===== src/rtl/cd_fifo_sector_ctrl.sv =====
`default_nettype none
// ============================================================================
// Module      : cd_fifo_sector_ctrl
// Description : Sequences one CD-ROM sector through a 16-byte data FIFO.
//               The FIFO is filled from the disc decoder byte stream in
//               chunks of up to CHUNK_BYTES. Its read side is then shared
//               between the CPU byte port and the DMA halfword port, with
//               the CPU given priority. This block owns all FIFO strobes
//               (we / re_8 / re_16 / clr), and at most one of them is high
//               in any cycle.
// Ports       : clk, rst            clock, asynchronous active-high reset
//               i_start / i_abort   begin / drop a sector transfer
//               i_src_*/o_src_ready decoder byte stream handshake
//               i_cpu_rd_req, o_cpu_rd_ack, o_cpu_rd_data   CPU byte port
//               i_dma_rd_req, o_dma_rd_ack, o_dma_rd_data   DMA halfword port
//               o_fifo_*, i_fifo_data_out, i_fifo_full      FIFO control
//               o_busy, o_data_ready, o_sector_done         status
// Revision    : 1.0 - initial release
// ============================================================================
module cd_fifo_sector_ctrl #(
    parameter int SECTOR_BYTES = 2048,
    parameter int CHUNK_BYTES  = 16
) (
    input  logic        clk,
    input  logic        rst,
    input  logic        i_start,
    input  logic        i_abort,
    input  logic        i_src_valid,
    input  logic [7:0]  i_src_data,
    output logic        o_src_ready,
    input  logic        i_cpu_rd_req,
    output logic        o_cpu_rd_ack,
    output logic [7:0]  o_cpu_rd_data,
    input  logic        i_dma_rd_req,
    output logic        o_dma_rd_ack,
    output logic [15:0] o_dma_rd_data,
    output logic        o_fifo_we,
    output logic        o_fifo_re_8,
    output logic        o_fifo_re_16,
    output logic        o_fifo_clr,
    output logic [7:0]  o_fifo_data_in,
    input  logic [15:0] i_fifo_data_out,
    input  logic        i_fifo_full,
    output logic        o_busy,
    output logic        o_data_ready,
    output logic        o_sector_done
);

    localparam int BL_W = $clog2(SECTOR_BYTES + 1);

    localparam logic [1:0] c_IDLE  = 2'd0;
    localparam logic [1:0] c_FILL  = 2'd1;
    localparam logic [1:0] c_READY = 2'd2;
    localparam logic [1:0] c_CLEAR = 2'd3;

    localparam logic [4:0]      c_CHUNK  = 5'(CHUNK_BYTES);
    localparam logic [BL_W-1:0] c_SECTOR = BL_W'(SECTOR_BYTES);

    // The counters are 5 bits wide, and the tail logic relies on even
    // chunk and sector sizes. Any other size is rejected when the design
    // is elaborated.
    generate
        if ((SECTOR_BYTES < 2) || (SECTOR_BYTES > 4095) || ((SECTOR_BYTES % 2) != 0) ||
            (CHUNK_BYTES < 2) || (CHUNK_BYTES > 16) || ((CHUNK_BYTES % 2) != 0)) begin : g_bad_params
            $error("cd_fifo_sector_ctrl: illegal SECTOR_BYTES / CHUNK_BYTES");
        end
    endgenerate

    logic [1:0]      r_state;
    logic [4:0]      r_wr_cnt;
    logic [4:0]      r_rd_cnt;
    logic [BL_W-1:0] r_bytes_left;
    logic            r_sector_done;

    logic [1:0]      w_nxt_state;
    logic [4:0]      w_nxt_wr_cnt;
    logic [4:0]      w_nxt_rd_cnt;
    logic [BL_W-1:0] w_nxt_bytes_left;
    logic            w_nxt_done;
    logic [4:0]      w_avail;
    logic            w_src_ready;
    logic            w_we;
    logic            w_re_8;
    logic            w_re_16;
    logic            w_clr;
    logic            w_cpu_ack;
    logic            w_dma_ack;
    logic            w_last_pop;

    // Bytes written into the current chunk and not yet read. The FIFO's
    // own empty flag is ignored; these counts decide every read.
    assign w_avail = r_wr_cnt - r_rd_cnt;

    always_comb begin
        w_nxt_state      = r_state;
        w_nxt_wr_cnt     = r_wr_cnt;
        w_nxt_rd_cnt     = r_rd_cnt;
        w_nxt_bytes_left = r_bytes_left;
        w_nxt_done       = 1'b0;
        w_src_ready      = 1'b0;
        w_we             = 1'b0;
        w_re_8           = 1'b0;
        w_re_16          = 1'b0;
        w_clr            = 1'b0;
        w_cpu_ack        = 1'b0;
        w_dma_ack        = 1'b0;
        w_last_pop       = 1'b0;

        if ((r_state != c_IDLE) && i_abort) begin
            // Abort overrides every other action. It drops the chunk and
            // returns to IDLE without signalling completion.
            w_clr        = 1'b1;
            w_nxt_wr_cnt = 5'd0;
            w_nxt_rd_cnt = 5'd0;
            w_nxt_state  = c_IDLE;
        end else begin
            case (r_state)
                c_IDLE: begin
                    // An abort in the same cycle cancels the start.
                    if (i_start && !i_abort) begin
                        w_clr            = 1'b1;
                        w_nxt_bytes_left = c_SECTOR;
                        w_nxt_wr_cnt     = 5'd0;
                        w_nxt_rd_cnt     = 5'd0;
                        w_nxt_state      = c_FILL;
                    end
                end
                c_FILL: begin
                    w_src_ready = 1'b1;
                    if (i_src_valid) begin
                        w_we             = 1'b1;
                        w_nxt_wr_cnt     = r_wr_cnt + 5'd1;
                        w_nxt_bytes_left = r_bytes_left - BL_W'(1);
                        // The chunk closes on its last slot, or on the
                        // sector's final byte for the short tail chunk.
                        if (((r_wr_cnt + 5'd1) == c_CHUNK) || (r_bytes_left == BL_W'(1))) begin
                            w_nxt_state = c_READY;
                        end
                    end
                end
                c_READY: begin
                    if (i_cpu_rd_req && (w_avail != 5'd0)) begin
                        w_cpu_ack    = 1'b1;
                        w_re_8       = 1'b1;
                        w_nxt_rd_cnt = r_rd_cnt + 5'd1;
                        w_last_pop   = (w_avail == 5'd1);
                    end else if (i_dma_rd_req && (w_avail >= 5'd2)) begin
                        // A lone odd byte is never served to DMA. The CPU
                        // must drain it first.
                        w_dma_ack    = 1'b1;
                        w_re_16      = 1'b1;
                        w_nxt_rd_cnt = r_rd_cnt + 5'd2;
                        w_last_pop   = (w_avail == 5'd2);
                    end
                    if (w_last_pop) begin
                        if (r_bytes_left != '0) begin
                            w_nxt_state = c_CLEAR;
                        end else begin
                            w_nxt_done  = 1'b1;
                            w_nxt_state = c_IDLE;
                        end
                    end
                end
                c_CLEAR: begin
                    w_clr        = 1'b1;
                    w_nxt_wr_cnt = 5'd0;
                    w_nxt_rd_cnt = 5'd0;
                    w_nxt_state  = c_FILL;
                end
                default: begin
                    w_nxt_state = c_IDLE;
                end
            endcase
        end
    end

    always_ff @(posedge clk or posedge rst) begin
        if (rst) begin
            r_state       <= c_IDLE;
            r_wr_cnt      <= 5'd0;
            r_rd_cnt      <= 5'd0;
            r_bytes_left  <= '0;
            r_sector_done <= 1'b0;
        end else begin
            r_state       <= w_nxt_state;
            r_wr_cnt      <= w_nxt_wr_cnt;
            r_rd_cnt      <= w_nxt_rd_cnt;
            r_bytes_left  <= w_nxt_bytes_left;
            r_sector_done <= w_nxt_done;
        end
    end

    assign o_src_ready    = w_src_ready;
    assign o_fifo_we      = w_we;
    assign o_fifo_re_8    = w_re_8;
    assign o_fifo_re_16   = w_re_16;
    assign o_fifo_clr     = w_clr;
    assign o_fifo_data_in = i_src_data;
    assign o_cpu_rd_ack   = w_cpu_ack;
    assign o_dma_rd_ack   = w_dma_ack;
    // The FIFO head is presented with zero latency in the ack cycle. The
    // read data is held at zero when there is no ack.
    assign o_cpu_rd_data  = w_cpu_ack ? i_fifo_data_out[7:0] : 8'd0;
    assign o_dma_rd_data  = w_dma_ack ? i_fifo_data_out      : 16'd0;
    assign o_busy         = (r_state != c_IDLE);
    assign o_data_ready   = (r_state == c_READY) && (w_avail != 5'd0);
    assign o_sector_done  = r_sector_done;

    // During FILL the FIFO holds fewer than CHUNK_BYTES entries. A full
    // flag here means the FIFO and the controller have lost step.
    a_no_full_in_fill: assert property (@(posedge clk) disable iff (rst)
        !((r_state == c_FILL) && i_fifo_full && (r_wr_cnt < c_CHUNK)));

endmodule
`default_nettype wire


===== config.mk =====
export PLATFORM = sky130hd
export DESIGN_NAME = cd_fifo_sector_ctrl
export DESIGN_NICKNAME = d
export VERILOG_FILES = /design/src/rtl/cd_fifo_sector_ctrl.sv
export SDC_FILE = /design/constraint.sdc
export NUM_CORES = 1
export LEC_CHECK = 0
export ABC_AREA = 1
export CAP_MARGIN = 20
export CORE_ASPECT_RATIO = 0.6
export CORE_UTILIZATION = 40
export DETAILED_ROUTE_END_ITERATION = 16
export PLACE_DENSITY = 0.82
export REMOVE_ABC_BUFFERS = 1
export SETUP_SLACK_MARGIN = 0.05
export SYNTH_ARGS = -nofsm -noshare
export SYNTH_HDL_FRONTEND = slang
export SYNTH_SLANG_ARGS = --single-unit

===== constraint.sdc =====
create_clock -name clk -period 3.1 [get_ports clk]
set_input_delay 0.31 -clock clk [delete_from_list [all_inputs] [get_ports clk]]
set_output_delay 0.31 -clock clk [all_outputs]
set_load 0.01 [all_outputs]

==> results of run 1 <==
layout make-up:
cell class	count	area (µm²)	area share
well taps	66	82.6	0.0292
repair buffers	70	627	0.222
clock buffers	4	45.0	0.0159
multi-input cells	216	1210	0.428
inverters	62	235	0.0832
flip-flops and latches	25	627	0.222
Yosys cell counts:
cell type / n / share of area
nand2_1: 63 / 0.11
inv_1: 61 / 0.11
nor2_1: 46 / 0.082
dfrtp_1: 25 / 0.30
o21ai_0: 17 / 0.040
nand3_1: 16 / 0.038
ha_1: 13 / 0.077
a21oi_1: 11 / 0.026
nor2_2: 11 / 0.033
buf_4: 10 / 0.036
xor2_1: 9 / 0.037
nor3_1: 5 / 0.012
nand4_1: 3 / 0.0089
o22ai_1: 3 / 0.0089
nand2_4: 2 / 0.011
nand3_2: 2 / 0.0095
nor3b_1: 2 / 0.0071
nor4_1: 2 / 0.0059
a31oi_1: 1 / 0.0030
buf_6: 1 / 0.0053
clkinv_2: 1 / 0.0024
fa_1: 1 / 0.0095
mux2_2: 1 / 0.0053
nand2_2: 1 / 0.0030
nand3_4: 1 / 0.0083
nand3b_1: 1 / 0.0036
o211ai_2: 1 / 0.0059
o21ai_1: 1 / 0.0024
xnor2_1: 1 / 0.0041
worst reg2reg max path, cell delays in order (launching register included):
cell and delay, ns:
dfrtp_1 0.42, ha_2 0.20, fa_2 0.34, nand3b_1 0.19, nand2_1 0.08, nand2_1 0.06
nand2_2 0.10, nand3_1 0.31, nand2_1 0.15, nand3_1 0.08, nand2_1 0.22, inv_1 0.11
nand2_1 0.08, nand2_1 0.05
metrics by stage:
stage / total power, µW / instances / cell area, µm² / worst slack, ns
after floorplan: 1480 / 301 / 2030 / 0.605
after global placement: 1870 / 431 / 2730 / 0.104
after detailed placement: 1920 / 431 / 2730 / 0.103
after CTS: 2170 / 441 / 2800 / 0.0575
after global routing: 2450 / 443 / 2830 / -0.00379
final: 2240 / 443 / 2830 / 0.147
timing repair:
action	4_1_cts	5_1_grt
endpoints found under the setup margin	28	28
pin swaps	0	1
hold buffers	0	0
cloned	1	1
gates resized for setup	30	24
buffers inserted	5	0
logic make-up (layout without fill, tap and decap cells):
family                   Yosys count  after routing  share of synthesized area
adder cells (fa/ha/maj)           14             14                     0.0864
AO/OA/AOI/OAI                     34             34                     0.0864
AND/OR/NAND/NOR                  155            157                      0.333
XOR/XNOR                          10             10                     0.0414
buffers and inverters             73            136                      0.152
flip-flops                        25             25                      0.296
multiplexers                       1              1                    0.00533
power breakdown:
part	internal, µW	total, µW	switching, µW
Clock	92.3	201	109
Sequential	413	496	82.9
Combinational	548	1540	994
state kept, by name, indices dropped and copies added, names as in the netlist:
| register | flops |
|---|---|
| r_rd_cnt | 5 |
| r_state | 2 |
| r_bytes_left | 12 |
| o_sector_done | 1 |
| r_wr_cnt | 5 |
worst paths after layout:
kind                                               end  slack [ns]
max                                   o_dma_rd_data[3]        0.15
min                        r_bytes_left[5]$_DFFE_PP0P_        0.22
max reg2reg                    r_rd_cnt[3]$_DFFE_PP0P_        0.59
min reg2reg                r_bytes_left[4]$_DFFE_PP0P_        0.51
max in group asynchronous      r_wr_cnt[4]$_DFFE_PP0P_        2.53
min in group clk           r_bytes_left[4]$_DFFE_PP0P_        0.51
metal layers:
layer / part of all wire / global-route usage / vias up
li1: - / - / 1091
met3: 0.064 / 0.0543 / 7
met5: 0 / 0 / -
met4: 0.013 / 0.0640 / 0
met1: 0.50 / 0.332 / 1018
met2: 0.43 / 0.299 / 65
cell usage in the layout (no fill, tap or decap):
master and instances:
xor2_1 9, nand4_1 3, buf_6 1, nand3_1 16, o21ai_1 1, mux2_2 1
clkbuf_8 3, o21ai_0 17, dlygate4sd2_1 20, inv_2 1, dfrtp_2 1, dfrtp_1 24
nand3_2 2, a31oi_1 1, inv_4 1, inv_1 60, nand3_4 3, clkbuf_2 7
o211ai_2 1, nor2_1 45, nand3b_1 1, buf_16 1, nor3b_1 2, a21oi_1 11
ha_2 1, o22ai_1 3, xnor2_1 1, nor2_2 12, nor4_1 2, clkbuf_1 1
clkdlybuf4s50_1 28, fa_2 1, nand2_1 63, ha_1 12, nor3_1 5, nand2_4 2
nand2_2 1, buf_4 13
==> impl_metrics.json, run 1 <==
{
  "htreeDepth": 1,
  "maxSlewViolCount": 0,
  "dp_hpwl_um": 4370,
  "ir_worst_vdd_uv": 356,
  "cpPeakStageDelay_ns": 0.42,
  "synthesis.area_um2": 2110,
  "ys_seq_area_frac": 0.296,
  "coreArea_um2": 5080,
  "hold_viol_final": 0,
  "cp_cell_sequence": "ha_2, fa_2, nand3b_1, nand2_1, nand2_1, nand2_2, nand3_2, nand2_4, nand2_4, inv_4, nand3_4, buf_4, nor2_1, clkbuf_2",
  "startpoint_type": "register",
  "finalCritPeriodShare": 0.952,
  "cts_buffers": 3,
  "io_pins": 74,
  "hold_ws_ns": 0.222,
  "die-area_um2": 5590,
  "cp-end-kind": "primary output",
  "cp.required_ns": 2.79,
  "ys_ff_latch": 25,
  "p_per_area_nw_per_um2": 792,
  "std_cell_rows": 20,
  "crit_path_start": "r_rd_cnt[0]$_DFFE_PP0P_",
  "n_antenna_cell": 0,
  "cp.buffers_inverters": 3,
  "skew_ns": 0.0161,
  "vias": 2181,
  "ant_nets": 0,
  "rsz0062_at_grt": "true",
  "setup_violations": 0,
  "cts-root-buf": "clkbuf_8",
  "gp_congestion": 0.853,
  "die_h_um": 58.3,
  "clkSinkCount": 25,
  "ys.warnings.count": 0,
  "drt_iter0_drc": 135,
  "slowest_stage": "dfrtp_1",
  "r2r-start": "r_rd_cnt[0]$_DFFE_PP0P_",
  "min_period_ns": 2.95,
  "antenna_found_initial": 0,
  "nets": 424,
  "drv_cap": 0,
  "die-width_um": 95.8,
  "drive_gt1_frac": 0.138,
  "tightest_slew_ns": 0.514,
  "syn_area_per_cell_um2": 6.77,
  "syn-instance-count": 312,
  "remaining_drc_errors": 0,
  "r2r_cells": 13,
  "drt_first_pass_iters": 4,
  "slew_headroom": 0.654,
  "status": "finished clean",
  "setup_tns_ns": 0,
  "fmax_ghz": 0.339,
  "port_buffers": 56,
  "cts_max_path_buffers": 2,
  "hp-class": "in -> async",
  "crit_fanout": 6,
  "cts_tree": "yes",
  "grt_pass1_wl_um": 9090,
  "post_drt_wl_per_cell_um": 13.3,
  "path_class": "reg -> out",
  "drt_wl_total_um": 5880,
  "area_delta_synth_final_pct": 33.7,
  "utilization": 0.556,
  "grt_pass1_vias": 1898,
  "p_leak_uw": 0.00156,
  "start_util": 0.416,
  "clk_latency_ns": 0.28,
  "fillCellCount": 473,
  "cp.arrival_ns": 2.64,
  "cp_top_family": "simple AND/OR/NAND/NOR gates",
  "path_clk_slew_ns": 0.10,
  "gr-total-overflow": 0,
  "track_usage": 0.217,
  "viasPerCell": 4.92,
  "grt_max_degree": 26,
  "synth_cell_types": 29,
  "cp.depth": 14
}
No activity file was read; power rests on OpenSTA's default activity.
==> inputs of run 2 (changes only) <==
--- a/config.mk
+++ b/config.mk
@@ -7,7 +7,7 @@
 export LEC_CHECK = 0
 export ABC_AREA = 1
 export CAP_MARGIN = 20
-export CORE_ASPECT_RATIO = 0.6
+export CORE_ASPECT_RATIO = 0.9
 export CORE_UTILIZATION = 40
 export DETAILED_ROUTE_END_ITERATION = 16
 export PLACE_DENSITY = 0.82
==> run 2 against run 1 <==
Die area down 0.16%. Sequential share of layout area up 0.28 points. Combinational power down 6%. Sequential cell count unchanged. Hold slack better by 0.14 ns. Setup slack better by 0.014 ns. Clock power down 3%. Count of clock-buffer cells in the layout down 1. First-iteration DRC count down 13%. Critical path type unchanged. Critical endpoint is now o_dma_rd_data[6]. Highest routed layer unchanged.
==> impl_metrics.json, run 2 (synthesized netlist as in run 1, its figures left out) <==
{
  "hold_viol_final": 0,
  "grt_pass1_wl_um": 9140,
  "finalCritPeriodShare": 0.948,
  "status": "finished clean",
  "io_pins": 74,
  "remaining_drc_errors": 0,
  "coreArea_um2": 4950,
  "viasPerCell": 4.84,
  "finalPower_uw": 2140,
  "r2r_cells": 13,
  "nets": 422,
  "setup_tns_ns": 0,
  "cts_tree": "yes",
  "fmax_ghz": 0.340,
  "cts-root-buf": "clkbuf_8",
  "track_usage": 0.203,
  "drt_wl_total_um": 5230,
  "start_util": 0.427,
  "largestRegisters": "r_bytes_left: 12 flops, r_rd_cnt: 5 flops, r_wr_cnt: 5 flops",
  "min_period_ns": 2.94,
  "multiInputGateArea_um2": 1190,
  "clk_latency_ns": 0.27,
  "hold_buffers": 0,
  "path_class": "reg -> out",
  "port_buffers": 56,
  "p_per_area_nw_per_um2": 767,
  "dp_hpwl_um": 4080,
  "gr-total-overflow": 0,
  "post_drt_wl_per_cell_um": 11.9,
  "cp-end-kind": "primary output",
  "largest_register_ffs": 12,
  "tightest_slew_ns": 0.489,
  "gp_congestion": 0.872,
  "ant_nets": 0,
  "skew_ns": 0.00941,
  "cts_buffers": 3,
  "drive_gt1_frac": 0.128,
  "slew_headroom": 0.673,
  "area.sequential_um2": 626,
  "grt_max_degree": 26,
  "top_register": "r_bytes_left",
  "crit_fanout": 5,
  "drt_first_pass_iters": 4,
  "die-area_um2": 5580,
  "die-width_um": 78.6,
  "hp-class": "in -> async",
  "setup_violations": 0,
  "grt_pass1_vias": 2083,
  "path_clk_slew_ns": 0.09,
  "htreeDepth": 1,
  "p_leak_uw": 0.00154,
  "drt_iter0_drc": 118,
  "cts_max_path_buffers": 2,
  "rsz0062_at_grt": "true",
  "fillCellCount": 456,
  "startpoint_type": "register",
  "area_delta_synth_final_pct": 31.8,
  "cp.required_ns": 2.79,
  "final_cell_mix": "63 x nand2_1, 60 x inv_1, 45 x nor2_1, 28 x clkdlybuf4s50_1, 25 x dfrtp_1",
  "drv_cap": 0,
  "maxSlewViolCount": 0,
  "clkSinkCount": 25,
  "hold_ws_ns": 0.360,
  "final_common_cell": "nand2_1",
  "std_cell_rows": 24,
  "cp.arrival_ns": 2.63,
  "ir_worst_vdd_uv": 563,
  "utilization": 0.562,
  "die_h_um": 71.0,
  "n_antenna_cell": 0,
  "vias": 2131,
  "antenna_found_initial": 0
}
[run 2: cell count changes in the layout (fill, tap and decap cells not counted), sizes merged]
cell / before / now
nand3: 21 / 20
inv: 62 / 61
clkdlybuf4s15: 0 / 5
clkinv: 0 / 2
buf: 15 / 13
dlygate4sd2: 20 / 15
[run 2: routing by layer]
| layer | share of wire | global-route usage | routed length, µm | vias to the layer above |
|---|---|---|---|---|
| met5 | 0 | 0 | 0 | - |
| met4 | 0.0054 | 0.0412 | 28 | 0 |
| met3 | 0.044 | 0.0426 | 230 | 2 |
| met2 | 0.49 | 0.344 | 2570 | 51 |
| met1 | 0.46 | 0.267 | 2400 | 991 |
| li1 | - | - | - | 1087 |
[run 2: path summary, 6_finish.rpt]
check	startpoint	end	slack (ns)
max	r_rd_cnt[0]$_DFFE_PP0P_	o_dma_rd_data[6]	0.16
min	rst	r_bytes_left[7]$_DFFE_PP0P_	0.36
max reg2reg	r_rd_cnt[0]$_DFFE_PP0P_	r_rd_cnt[4]$_DFFE_PP0P_	0.71
min reg2reg	r_bytes_left[4]$_DFFE_PP0P_	r_bytes_left[4]$_DFFE_PP0P_	0.51
max in group asynchronous	rst	r_wr_cnt[0]$_DFFE_PP0P_	2.27
min in group clk	r_bytes_left[4]$_DFFE_PP0P_	r_bytes_left[4]$_DFFE_PP0P_	0.51
[run 2: worst max-delay path, stage by stage, from the launching register on]
cell and delay (ns):
dfrtp_1 0.40, ha_1 0.22, fa_1 0.39, nand3b_1 0.19
nand2_1 0.09, nand2_1 0.06, nand2_2 0.10, nand3_2 0.10
nand2_4 0.08, nand2_4 0.07, clkinv_4 0.09, nand3_4 0.08
buf_4 0.16, nor2_2 0.07, clkdlybuf4s15_1 0.24
[run 2: area by class of cell]
class                           count  share of cell area
Inverter                           62              0.0854
Tap cell                           65              0.0292
Sequential cell                    25               0.225
Multi-Input combinational cell    215               0.426
Clock buffer                        3              0.0148
Clock inverter                      1             0.00180
Timing Repair Buffer               69               0.218
[run 2: stage by stage]
stage,setup WS [ns],area [µm²],std cells
after floorplan,0.605,2030,301
after global placement,0.147,2720,429
after detailed placement,0.0798,2720,429
after CTS,0.0847,2770,436
after global routing,0.00169,2790,440
final,0.161,2790,440
[run 2: what timing repair did]
action / CTS / global route
buffers inserted: 2 / 3
cloned: 1 / 0
setup endpoints to repair: 28 / 15
resized for setup: 31 / 22
[run 2: where the power goes]
part           leakage [µW]  switching, µW  internal [µW]
registers          0.000334           83.9            412
logic               0.00118            907            537
clock network     0.0000255            105           90.0
total               0.00154           1100           1040
==> inputs of run 3 (changes only) <==
--- a/config.mk
+++ b/config.mk
@@ -12,7 +12,7 @@
 export DETAILED_ROUTE_END_ITERATION = 16
 export PLACE_DENSITY = 0.82
 export REMOVE_ABC_BUFFERS = 1
-export SETUP_SLACK_MARGIN = 0.05
+export SETUP_SLACK_MARGIN = 0.1
 export SYNTH_ARGS = -nofsm -noshare
 export SYNTH_HDL_FRONTEND = slang
 export SYNTH_SLANG_ARGS = --single-unit
==> run 3 against run 2 <==
Sequential cell count did not move. Non-clock buffer count rose by 1. Maximum frequency fell by 0.20%. Setup slack got worse by 0.0060 ns. Via count rose by 0.70%. Critical path type unchanged.
==> impl_metrics.json, run 3 (synthesized netlist as in run 1, its figures left out) <==
{
  "status": "finished clean",
  "io_pins": 74,
  "cp.required_ns": 2.79,
  "area_delta_synth_final_pct": 31.1,
  "die_h_um": 71.0,
  "r2r_slack_ns": 0.70,
  "die-area_um2": 5580,
  "drv_cap": 0,
  "cp_cell_sequence": "ha_1, fa_1, nand3b_1, nand2_1, nand2_1, nand2_2, nand3_2, nand2_4, nand2_4, clkinv_4, nand3_4, buf_4, inv_1, dlygate4sd2_1",
  "gp_congestion": 0.872,
  "drt_wl_total_um": 5300,
  "dp_slack_ns": 0.0798,
  "largest_register_ffs": 12,
  "die-width_um": 78.6,
  "crit_fanout": 5,
  "coreArea_um2": 4950,
  "top_register": "r_bytes_left",
  "slowest_stage": "dfrtp_1",
  "utilization": 0.559,
  "p_int_uw": 1040,
  "antenna_found_initial": 0,
  "p_per_area_nw_per_um2": 773,
  "cts_max_path_buffers": 2,
  "placed_cell_area_um2": 2720,
  "htreeDepth": 1,
  "post_drt_wl_per_cell_um": 12.0,
  "maxSlewViolCount": 0,
  "finalCritPeriodShare": 0.950,
  "track_usage": 0.203,
  "drt_iter0_drc": 144,
  "layout.cells.non_filler": 441,
  "final_cell_area_um2": 2770,
  "skew_ns": 0.0102,
  "p_comb_frac": 0.677,
  "viasPerCell": 4.87,
  "final_common_cell": "nand2_1",
  "cpPeakStageDelay_ns": 0.40,
  "cts-root-buf": "clkbuf_8",
  "remaining_drc_errors": 0,
  "cts_tree": "yes",
  "grt_max_degree": 26,
  "dp.cells": 429,
  "largestRegisters": "r_bytes_left: 12 flops, r_rd_cnt: 5 flops, r_wr_cnt: 5 flops",
  "tightest_slew_ns": 0.487,
  "vias": 2146,
  "r2r-start": "r_rd_cnt[0]$_DFFE_PP0P_",
  "min_period_ns": 2.94,
  "rsz0062_at_grt": "true",
  "setup_violations": 0,
  "worst_slack_ns": 0.155,
  "cp.arrival_ns": 2.63,
  "port_buffers": 56,
  "ir_worst_vdd_uv": 563,
  "clkSinkCount": 25,
  "slew_headroom": 0.675,
  "final_cell_mix": "63 x nand2_1, 60 x inv_1, 45 x nor2_1, 28 x clkdlybuf4s50_1, 25 x dfrtp_1",
  "cts_buffers": 3,
  "grt_pass1_wl_um": 9140,
  "drt_first_pass_iters": 4,
  "power.net_switching_uw": 1100,
  "grt_pass1_vias": 2083,
  "path_class": "reg -> out",
  "nets": 423,
  "p_seq_frac": 0.232,
  "n_antenna_cell": 0,
  "clk_latency_ns": 0.27,
  "drive_gt1_frac": 0.144,
  "cp-end-kind": "primary output",
  "dp_hpwl_um": 4080,
  "fmax_ghz": 0.340,
  "path_clk_slew_ns": 0.09,
  "start_util": 0.427,
  "r2r_cells": 13,
  "startpoint_type": "register",
  "p_leak_uw": 0.00154,
  "hold_ws_ns": 0.357,
  "std_cell_rows": 24,
  "worst_r2r_endpoint": "r_rd_cnt[4]$_DFFE_PP0P_",
  "switching_share": 0.514,
  "p_clk_frac": 0.092,
  "hp-class": "in -> async",
  "ant_nets": 0,
  "gr-total-overflow": 0,
  "hold_viol_final": 0
}
[run 3: cell types whose count changed in the layout (fill, tap and decap cells not counted)]
cell	change
buf_4	+1
clkbuf_2	+5
clkdlybuf4s15_1	-3
dlygate4sd2_1	-2
[run 3: layout make-up]
type,instances,area [µm²]
tap,65,81.3
clock inverter,1,5.00
clock buffer,3,41.3
timing repair buffer,70,592
fill,456,2180
multi-input combinational,215,1190
sequential,25,626
inverter,62,238
[run 3: power groups by stage]
stage               logic, µW  clock network [µW]  registers, µW
finish                   1450                 196            496
global placement         1350                   0            498
global route             1640                 212            510
detailed placement       1390                   0            499
CTS                      1430                 199            494
floorplan                 995                   0            485
[run 3: worst max-delay path: cells and delay by family, from the launching register on]
family	cells	cell delay (ns)
buf+inv	4	0.56
flops	1	0.40
simple gates	8	0.78
fa+ha+maj	2	0.63
[run 3: worst max path at each step]
stage	startpoint	endpoint	slack [ns]	cells after the start
after floorplan	r_wr_cnt[0]$_DFFE_PP0P_	o_cpu_rd_data[0]	0.60	11
after global placement	r_wr_cnt[0]$_DFFE_PP0P_	o_dma_rd_data[0]	0.15	14
after detailed placement	r_wr_cnt[0]$_DFFE_PP0P_	o_dma_rd_data[5]	0.08	14
after CTS	r_rd_cnt[0]$_DFFE_PP0P_	o_dma_rd_data[13]	0.08	14
after global routing	r_wr_cnt[0]$_DFFE_PP0P_	o_dma_rd_ack	-0.007	15
final	r_rd_cnt[0]$_DFFE_PP0P_	o_fifo_re_16	0.16	14
[run 3: routing by layer]
| layer | global-route usage | wire [µm] | share of wire | vias up |
|---|---|---|---|---|
| met1 | 0.267 | 2380 | 0.45 | 991 |
| met2 | 0.344 | 2600 | 0.49 | 59 |
| met5 | 0 | 0 | 0 | - |
| met3 | 0.0426 | 275 | 0.052 | 4 |
| met4 | 0.0412 | 42 | 0.0079 | 0 |
| li1 | - | - | - | 1092 |
[run 3: what timing repair did]
item                                    in CTS  in global routing
resized for setup                           31                 29
endpoints found under the setup margin      28                 25
gates cloned                                 1                  0
hold buffers                                 0                  0
buffers inserted                             2                  4
[run 3: per-stage QoR]
step / setup TNS (ns) / total power [µW]
finish: 0 / 2140
global route: -0.0137 / 2360
CTS: 0 / 2130
detailed placement: 0 / 1890
global placement: 0 / 1850
floorplan: 0 / 1480
